==> config.mk <==
export PLATFORM = sky130hd
export DESIGN_NAME = adc_sequencer
export DESIGN_NICKNAME = d
export VERILOG_FILES = /design/src/rtl/adc_pkg.sv /design/src/rtl/adc_accum_bank.sv /design/src/rtl/adc_sequencer.sv
export SDC_FILE = /design/constraint.sdc
export NUM_CORES = 1
export LEC_CHECK = 0
export BUFFER_PORTS_ARGS = -buffer_cell sky130_fd_sc_hd__buf_4
export CAP_MARGIN = 10
export CORE_ASPECT_RATIO = 1.75
export CORE_MARGIN = 5
export CORE_UTILIZATION = 25
export DETAILED_ROUTE_END_ITERATION = 8
export PLACE_DENSITY_LB_ADDON = 0.12
export SYNTH_ARGS = -nofsm -noshare
export SYNTH_HDL_FRONTEND = slang
export SYNTH_SLANG_ARGS = --single-unit
==> constraint.sdc <==
create_clock -name clk -period 5 [get_ports clk]
set_input_delay 0.5 -clock clk [delete_from_list [all_inputs] [get_ports clk]]
set_output_delay 0.5 -clock clk [all_outputs]
set_load 0.005 [all_outputs]
==> src/rtl/adc_pkg.sv <==
// Shared types and constants for the ADC sequencer and its accumulator bank.
package adc_pkg;

    localparam int ADC_DATA_W = 12;
    localparam int ADC_CH_W   = 5;

    typedef enum logic [1:0] {
        IDLE  = 2'd0,
        ISSUE = 2'd1,
        DRAIN = 2'd2,
        EMIT  = 2'd3
    } adc_seq_state_t;

    // Index width that stays legal when only a single channel is scanned.
    function automatic int idx_width(input int n);
        return (n > 1) ? $clog2(n) : 1;
    endfunction

endpackage

==> src/rtl/adc_accum_bank.sv <==
// Per-channel sample accumulators plus the latched bank of averaged results.
module adc_accum_bank
    import adc_pkg::*;
#(
    parameter int NUM_CH   = 4,
    parameter int AVG_LOG2 = 2,
    parameter int IDX_W    = 2
) (
    input  logic                  clk,
    input  logic                  reset,
    input  logic                  clr_i,
    input  logic                  add_en_i,
    input  logic [IDX_W-1:0]      add_idx_i,
    input  logic [ADC_DATA_W-1:0] add_data_i,
    input  logic                  latch_en_i,
    input  logic [IDX_W-1:0]      latch_idx_i,
    output logic [ADC_DATA_W-1:0] avg_o,
    input  logic [IDX_W-1:0]      rd_idx_i,
    output logic [ADC_DATA_W-1:0] rd_data_o
);

    localparam int ACC_W = ADC_DATA_W + AVG_LOG2;

    logic [ACC_W-1:0]      acc_q  [NUM_CH];
    logic [ADC_DATA_W-1:0] bank_q [NUM_CH];
    logic [ACC_W-1:0]      shifted_s;

    // Average of the channel selected for latching (truncating divide).
    always_comb begin
        shifted_s = '0;
        avg_o     = '0;
        if (int'(latch_idx_i) < NUM_CH) begin
            shifted_s = acc_q[latch_idx_i] >> AVG_LOG2;
            avg_o     = shifted_s[ADC_DATA_W-1:0];
        end else begin
            avg_o     = '0;
        end
    end

    // Accumulate responses; clear has priority, latch writes the result bank.
    always_ff @(posedge clk) begin
        if (reset) begin
            for (int i = 0; i < NUM_CH; i++) begin
                acc_q[i]  <= '0;
                bank_q[i] <= '0;
            end
        end else begin
            if (clr_i) begin
                for (int i = 0; i < NUM_CH; i++) begin
                    acc_q[i] <= '0;
                end
            end else if (add_en_i) begin
                acc_q[add_idx_i] <= acc_q[add_idx_i] + ACC_W'(add_data_i);
            end
            if (latch_en_i) begin
                bank_q[latch_idx_i] <= avg_o;
            end
        end
    end

    // Combinational read port of the result bank.
    always_comb begin
        rd_data_o = '0;
        if (int'(rd_idx_i) < NUM_CH) begin
            rd_data_o = bank_q[rd_idx_i];
        end else begin
            rd_data_o = '0;
        end
    end

endmodule

==> src/rtl/adc_sequencer.sv <==
// Scans a channel range on the ADC command stream, averages the responses
// per channel and emits the averages as a stream and into a result bank.
module adc_sequencer
    import adc_pkg::*;
#(
    parameter int FIRST_CH = 1,
    parameter int NUM_CH   = 4,
    parameter int AVG_LOG2 = 2,
    parameter int MAX_OUT  = 2,
    localparam int IDX_W   = idx_width(NUM_CH),
    localparam int PASS_W  = (AVG_LOG2 > 0) ? AVG_LOG2 : 1
) (
    input  logic                  clk,
    input  logic                  reset,
    input  logic                  enable,
    input  logic                  start,
    output logic                  busy,
    output logic                  command_valid,
    output logic [ADC_CH_W-1:0]   command_channel,
    output logic                  command_startofpacket,
    output logic                  command_endofpacket,
    input  logic                  command_ready,
    input  logic                  response_valid,
    input  logic [ADC_CH_W-1:0]   response_channel,
    input  logic [ADC_DATA_W-1:0] response_data,
    input  logic                  response_startofpacket,
    input  logic                  response_endofpacket,
    input  logic [0:0]            response_empty,
    output logic                  sample_valid,
    output logic [ADC_CH_W-1:0]   sample_channel,
    output logic [ADC_DATA_W-1:0] sample_data,
    output logic                  scan_done,
    input  logic [IDX_W-1:0]      rd_idx,
    output logic [ADC_DATA_W-1:0] rd_data,
    output logic                  ch_err
);

    adc_seq_state_t        state_q, state_d;
    logic [IDX_W-1:0]      idx_q, idx_d, e_q, e_d;
    logic [PASS_W-1:0]     pass_q, pass_d;
    logic [1:0]            out_cnt_q, out_cnt_d;
    logic                  ch_err_q, ch_err_d, busy_q, busy_d;
    logic                  cmd_valid_s, accept_s, resp_in_range_s, resp_count_s;
    logic                  add_en_s, clr_s, latch_en_s, last_idx_s, last_pass_s, last_e_s;
    logic [ADC_CH_W-1:0]   resp_r_s;
    logic [ADC_DATA_W-1:0] avg_s;
    logic                  unused_s;

    assign unused_s        = ^{response_startofpacket, response_endofpacket, response_empty};
    assign cmd_valid_s     = (state_q == ISSUE) && (out_cnt_q < 2'(MAX_OUT));
    assign accept_s        = cmd_valid_s && command_ready;
    assign resp_r_s        = response_channel - ADC_CH_W'(FIRST_CH);
    assign resp_in_range_s = resp_r_s < ADC_CH_W'(NUM_CH);
    assign resp_count_s    = response_valid && (out_cnt_q != 2'd0);
    assign add_en_s        = resp_count_s && resp_in_range_s;
    assign last_idx_s      = idx_q == IDX_W'(NUM_CH - 1);
    assign last_pass_s     = pass_q == PASS_W'((1 << AVG_LOG2) - 1);
    assign last_e_s        = e_q == IDX_W'(NUM_CH - 1);

    adc_accum_bank #(
        .NUM_CH   (NUM_CH),
        .AVG_LOG2 (AVG_LOG2),
        .IDX_W    (IDX_W)
    ) u_bank (
        .clk         (clk),
        .reset       (reset),
        .clr_i       (clr_s),
        .add_en_i    (add_en_s),
        .add_idx_i   (resp_r_s[IDX_W-1:0]),
        .add_data_i  (response_data),
        .latch_en_i  (latch_en_s),
        .latch_idx_i (e_q),
        .avg_o       (avg_s),
        .rd_idx_i    (rd_idx),
        .rd_data_o   (rd_data)
    );

    // Outstanding-command count and sticky channel error.
    always_comb begin
        out_cnt_d = out_cnt_q;
        ch_err_d  = ch_err_q;
        case ({accept_s, resp_count_s})
            2'b10:   out_cnt_d = out_cnt_q + 2'd1;
            2'b01:   out_cnt_d = out_cnt_q - 2'd1;
            default: out_cnt_d = out_cnt_q;
        endcase
        if (response_valid && ((resp_count_s && !resp_in_range_s) ||
                               (!resp_count_s && (state_q != IDLE)))) begin
            ch_err_d = 1'b1;
        end else begin
            ch_err_d = ch_err_q;
        end
    end

    // Scan FSM: next state, scan counters and accumulator control.
    always_comb begin
        state_d    = state_q;
        idx_d      = idx_q;
        pass_d     = pass_q;
        e_d        = e_q;
        clr_s      = 1'b0;
        latch_en_s = 1'b0;
        case (state_q)
            IDLE: begin
                if (start || enable) begin
                    state_d = ISSUE;
                    clr_s   = 1'b1;
                    idx_d   = '0;
                    pass_d  = '0;
                end else begin
                    state_d = IDLE;
                end
            end
            ISSUE: begin
                if (accept_s && last_idx_s) begin
                    idx_d = '0;
                    if (last_pass_s) begin
                        state_d = DRAIN;
                        pass_d  = '0;
                    end else begin
                        pass_d  = pass_q + PASS_W'(1);
                    end
                end else if (accept_s) begin
                    idx_d = idx_q + IDX_W'(1);
                end else begin
                    idx_d = idx_q;
                end
            end
            DRAIN: begin
                if ((out_cnt_q == 2'd0) && !response_valid) begin
                    state_d = EMIT;
                    e_d     = '0;
                end else begin
                    state_d = DRAIN;
                end
            end
            EMIT: begin
                latch_en_s = 1'b1;
                if (last_e_s) begin
                    e_d = '0;
                    if (enable) begin
                        state_d = ISSUE;
                        clr_s   = 1'b1;
                        idx_d   = '0;
                        pass_d  = '0;
                    end else begin
                        state_d = IDLE;
                    end
                end else begin
                    e_d = e_q + IDX_W'(1);
                end
            end
            default: state_d = IDLE;
        endcase
        busy_d = (state_d != IDLE);
    end

    // State and counter registers.
    always_ff @(posedge clk) begin
        if (reset) begin
            state_q   <= IDLE;
            idx_q     <= '0;
            pass_q    <= '0;
            e_q       <= '0;
            out_cnt_q <= 2'd0;
            ch_err_q  <= 1'b0;
            busy_q    <= 1'b0;
        end else begin
            state_q   <= state_d;
            idx_q     <= idx_d;
            pass_q    <= pass_d;
            e_q       <= e_d;
            out_cnt_q <= out_cnt_d;
            ch_err_q  <= ch_err_d;
            busy_q    <= busy_d;
        end
    end

    // Stream outputs decoded from registered state only.
    always_comb begin
        command_valid         = 1'b0;
        command_channel       = '0;
        command_startofpacket = 1'b0;
        command_endofpacket   = 1'b0;
        sample_valid          = 1'b0;
        sample_channel        = '0;
        sample_data           = '0;
        scan_done             = 1'b0;
        case (state_q)
            ISSUE: begin
                command_valid         = cmd_valid_s;
                command_channel       = ADC_CH_W'(FIRST_CH) + ADC_CH_W'(idx_q);
                command_startofpacket = idx_q == '0;
                command_endofpacket   = last_idx_s;
            end
            EMIT: begin
                sample_valid   = 1'b1;
                sample_channel = ADC_CH_W'(FIRST_CH) + ADC_CH_W'(e_q);
                sample_data    = avg_s;
                scan_done      = last_e_s;
            end
            default: begin
                command_valid = 1'b0;
            end
        endcase
    end

    assign busy   = busy_q;
    assign ch_err = ch_err_q;

endmodule

==> reports/metrics.cfg, run 1 <==
[power_and_ir_drop]
finalPower_mw=2.786
powerDensity_nw_per_um2=357.4
switching_share_pct=25.30
p_leak_nw=3.029
clockPowerShare_pct=43.9
intPower_mw=2.081
peakVddDrop_mv=0.2314
power.switching_mw=0.7048
power_frac_comb_pct=14.3
seq_power_share_pct=41.8

[synth]
syn-cell-area_um2=6439
yosys.area_share.simple_pct=16.93
synth_top_family_by_area=simple AND/OR/NAND/NOR gates
synthTopCellsByArea=edfxtp_1 (49%), mux4_2 (12%), and2_1 (6.6%)
synth_cells=498
synthMuxAreaShare_pct=14.21
async_flop_share_pct=0
synth-main-ff-cell=edfxtp_1
yosysWarnings=0
synth-edff-count=104
synth_xor_area_share_pct=1.360
ys_ff_latch=118
synth_cell_types=53
synth_top_area_share_pct=48.50
yosysTopAreaCell=edfxtp_1
synth_fa_ha_area_share_pct=5.558
yosysSeqAreaShare_pct=52.86
avgSynthCellArea_um2=12.93
synth_compound_area_share_pct=5.577

[sta]
hold_viol_final=0
min_period_ns=3.591
worst_slack_ns=1.409
finalSetupTns_ns=0
rsz0062_at_grt=false
tightest_slew_ns=1.013
period_share_pct=71.83
fmax_mhz=278.4
finalClockSkew_ns=0.01093
slew_violations=0
slew_headroom_pct=32.32
setup_viol_count_final=0

[worst_setup_path]
endpoint=u_bank.acc_q[0][12]
start_kind=input port
r2r_setup_slack_ns=1.92
regToRegEndpoint=u_bank.acc_q[0][12]
worstSetupEndpointType=flop
cp.arrival_ns=3.86
crit_start=response_channel[0]
worstSetupPathType=input port to flop
cp.required_ns=5.27
cp_max_fo=19
ff2ff_path_depth=9
rr_startpoint=u_bank.acc_q[0][0]

[clocking]
cts_tree=done
clockBufferDepth=2
insertion_delay_ns=0.42
cts_buffers=17
cts_hold_buf=0
clock_sinks=118
cts_setup_buffers=0
root_buffer=clkbuf_16
clkSlewWorstSetupHoldPaths_ns=0.05
cts.repair.resized=0
cts.htree.levels=4

[place]
post-place-ws_ns=0.8850
port_buffers=61
dp_hpwl_um=12630
gp_congestion=0.7345

[grt]
grt_overflow_total=0
antenna_found_initial=0
grt_pass1_wl_um=27160
grt_max_degree=23
grt_usage_pct=12.46
grt_pass1_vias=4550

[floorplanning]
die_h_um=222.3
initial_utilization_pct=25.41
rows=77
dieArea_um2=29190
coreArea_um2=25340
ioPinCount=69
die_x_um=131.3

[routing]
first_iter_violations=175
routedWlPerCell_um=19.91
num_vias=4095
wl_um=17720
antenna_left=0
drt_first_pass_iters=6
drcViolationCount=0
viasPerCell=4.601

[worst_hold_path]
hp-class=input port to flop

[cells_and_area]
nets=617
drive_above_1_share_pct=25.26
fillerInstances=2596
n_antenna_cell=0
area_growth_syn_to_layout_pct=21.08
fin_util_pct=30.77

[job]
cap_violations=0

[outcome]
status=finished, final reports clean

area by class of cell:
type	count	area (µm²)	share of cell area (%)
Inverter	10	37.54	0.4815
Multi-Input combinational cell	343	2839	36.41
Clock inverter	14	158.9	2.038
Tap cell	316	395.4	5.071
Timing Repair Buffer	71	533.0	6.837
Clock buffer	18	429.2	5.505
Sequential cell	118	3403	43.65
layer usage:
| layer | GRT usage, % | share of wire (%) |
|---|---|---|
| met2 | 25.89 | 61 |
| met5 | 0 | 0 |
| met4 | 3.388 | 0.95 |
| met3 | 3.056 | 2.7 |
| met1 | 11.66 | 35 |
how the worst min path moves through the flow:
| stage | from | to | slack (ns) | depth (start not counted) |
|---|---|---|---|---|
| after floorplan | ch_err | ch_err | 0.44 | 2 |
| after global placement | ch_err | ch_err | 0.44 | 2 |
| after detailed placement | ch_err | ch_err | 0.45 | 2 |
| after CTS | response_valid | ch_err | 0.37 | 3 |
| after global routing | response_valid | ch_err | 0.39 | 3 |
| final | response_valid | ch_err | 0.39 | 3 |
power groups by stage:
stage | registers [mW] | clock network (mW) | logic (mW)
6_report | 1.16 | 1.22 | 0.400
5_1_grt | 1.17 | 1.29 | 0.446
4_1_cts | 1.16 | 1.25 | 0.413
3_5_place_dp | 1.18 | 0 | 0.410
3_3_place_gp | 1.18 | 0 | 0.409
2_1_floorplan | 1.17 | 0 | 0.270
per-stage QoR:
| step | area [µm²] | hold slack (ns) | std cells |
|---|---|---|---|
| floorplan | 6450 | 0.4421 | 501 |
| global placement | 7208 | 0.4413 | 858 |
| detailed placement | 7208 | 0.4521 | 858 |
| CTS | 7796 | 0.3706 | 890 |
| global route | 7796 | 0.3910 | 890 |
| finish | 7796 | 0.3867 | 890 |
state kept, by name (all words and copies together) (netlist names), named ones only:
name / count
u_bank.acc_q: 56
pass_q: 2
state_q: 2
e_q: 2
idx_q: 2
ch_err: 1
u_bank.bank_q: 48
out_cnt_q: 2
busy: 1
logic make-up (layout without fill, tap and decap cells):
group                      Yosys count  in the layout
AOI/OAI and AO/OA                   53             53
muxes                               42             42
DFF                                118            118
buffers and inverters               40            113
adders and majority gates           28             28
and+or+nand+nor                    206            206
xor gates and xnor gates            10             10
other                                1              4
Yosys cell counts, drive strengths merged (4+ instances only):
master  number
nor3        14
a21oi       15
nand2       21
edfxtp     104
mux2i        4
ha          27
o21ai        7
or2          4
nor2b        7
and2        68
dfxtp       14
clkbuf      13
mux4        38
and3        13
a21o         7
buf         17
xor2         8
o21a         4
inv         10
nand3        6
nor2        59
critical path: stages:
cell       delay, ns
buf_4           0.33
inv_1           0.15
ha_1            0.33
buf_4           0.27
mux4_2          0.39
fa_1            0.45
a21o_1          0.21
a31oi_1         0.31
nor2_1          0.11
a2111oi_0       0.56
nor4_2          0.13
nor2_1          0.11
placed cells by master (no fill, tap or decap), drive strengths merged, types with 7 or more instances in the layout:
cell    Yosys  layout
o21ai       7       7
ha         27      27
nor2b       7       7
and3       13      13
mux4       38      38
inv        10      11
edfxtp    104     104
and2       68      68
nor2       59      59
dfxtp      14      14
nor3       14      14
xor2        8       8
clkbuf     13      18
nand2      21      21
buf        17      71
a21o        7       7
a21oi      15      15
(Power assumes the default switching activity.)
==> inputs of run 2 (changes only) <==
==> constraint.sdc (replaced) <==
create_clock -name clk -period 3.2 [get_ports clk]
set_input_delay 0.32 -clock clk [delete_from_list [all_inputs] [get_ports clk]]
set_output_delay 0.32 -clock clk [all_outputs]
set_load 0.005 [all_outputs]
==> reports/metrics.cfg, run 2 (synthesis results as in run 1) <==
[routing]
wl_met3_um=474
viasPerCell=4.627
routedWlPerCell_um=18.51
drcViolationCount=0
maxUsedRoutingLayer=met4
wl_met2_um=9832
drt_first_pass_iters=5
wl_um=16920
num_vias=4229
antenna_left=0
wl_met1_um=6319
first_iter_violations=192

[cells_and_area]
regArea_um2=3403
fillerInstances=2561
mostFrequentLayoutCell=edfxtp_1
n_antenna_cell=0
area_growth_syn_to_layout_pct=24.37
final_cell_mix=edfxtp_1 (104), buf_4 (94), and2_1 (68)
stdcell_count=914
nets=641
largest_register=u_bank.acc_q
reg.largest.list=u_bank.acc_q: 56 flops, u_bank.bank_q: 48 flops
drive_above_1_share_pct=27.59
largest_register_ffs=56
multi_input_area_um2=2851
postLayoutCellArea_um2=8008
fin_util_pct=31.60

[worst_setup_path]
cp.required_ns=3.36
start_kind=flop
cp_max_fo=4
ff2ff_path_depth=10
worstSetupPathType=flop to flop
worstSetupEndpointType=flop
cp.arrival_ns=3.12

[grt]
grt_pass1_vias=4545
grt_usage_pct=11.86
grt_max_degree=23
grt_pass1_wl_um=26210
antenna_found_initial=0
grt_overflow_total=0

[clocking]
clockBufferDepth=2
clock_sinks=118
cts.repair.resized=0
cts_setup_buffers=0
cts_tree=done
cts_hold_buf=0
insertion_delay_ns=0.42
clkSlewWorstSetupHoldPaths_ns=0.05
root_buffer=clkbuf_16
cts_buffers=17
cts.htree.levels=4

[power_and_ir_drop]
power_frac_comb_pct=15.2
power.switching_mw=1.061
peakVddDrop_mv=0.3424
seq_power_share_pct=41.1
switching_share_pct=24.01
intPower_mw=3.360
finalPower_mw=4.421
clockPowerShare_pct=43.6
p_leak_nw=3.166
powerDensity_nw_per_um2=552.1

[sta]
setup_viol_count_final=0
finalClockSkew_ns=0.004280
hold_viol_final=0
rsz0062_at_grt=false
slew_headroom_pct=56.07
fin_hold_ws_ns=0.2077
period_share_pct=92.67
min_period_ns=2.965
tightest_slew_ns=0.6581
slew_violations=0
worst_slack_ns=0.2347
fmax_mhz=337.2
finalSetupTns_ns=0

[place]
post-place-ws_ns=-0.07704
dp_cells=882
port_buffers=61
gp_congestion=0.7865
dp_hpwl_um=12800
place_area_um2=7413

[floorplanning]
die_x_um=131.3
coreArea_um2=25340
dieArea_um2=29190
initial_utilization_pct=25.41
ioPinCount=69
die_h_um=222.3
rows=77

[worst_hold_path]
hp-class=input port to flop
holdPathStages=3

[job]
cap_violations=0

[outcome]
status=finished, final reports clean

-- run 2: cell count changes in the layout (fill, tap and decap cells not counted), sizes merged --
| cell | previous run | this run |
|---|---|---|
| clkinvlp | 4 | 1 |
| inv | 11 | 10 |
| bufinv | 3 | 4 |
| buf | 71 | 95 |
| clkinv | 6 | 8 |
| clkbuf | 18 | 19 |
-- run 2: cell type report --
class                           instances  area share, %
Multi-Input combinational cell        343          35.61
Timing Repair Buffer                   95          9.063
Sequential cell                       118          42.50
Clock buffer                           19          5.406
Tap cell                              316          4.937
Inverter                               10         0.4688
Clock inverter                         13          2.016
-- run 2: final timing paths --
| check | end | startpoint | slack, ns |
|---|---|---|---|
| worst min-delay path | ch_err | response_valid | 0.21 |
| worst min register to register | ch_err | ch_err | 0.45 |
| worst max-delay path | u_bank.acc_q[3][8] | u_bank.acc_q[3][0] | 0.23 |
| worst max register to register | u_bank.acc_q[3][8] | u_bank.acc_q[3][0] | 0.23 |
-- run 2: metal layers --
layer / vias up / GRT usage, %
met1: 2129 / 12.16
met4: 0 / 4.351
met3: 17 / 2.671
met5: - / 0
li1: 2015 / -
met2: 68 / 23.05
-- run 2: worst max-delay path: stages, from the launching register on --
cell and delay, ns:
edfxtp_1 0.37, mux4_2 0.48, ha_1 0.24, fa_1 0.40, a21o_1 0.21, a31oi_1 0.16
buf_4 0.14, o21bai_1 0.13, a21oi_1 0.18, xor2_1 0.33, nor2_1 0.08
-- run 2: power groups by stage --
stage / Sequential [mW] / Clock [mW] / Combinational [mW]
detailed placement: 1.85 / 0 / 0.686
finish: 1.82 / 1.93 / 0.674
global route: 1.83 / 2.05 / 0.750
global placement: 1.84 / 0 / 0.681
CTS: 1.82 / 1.99 / 0.690
floorplan: 1.83 / 0 / 0.437
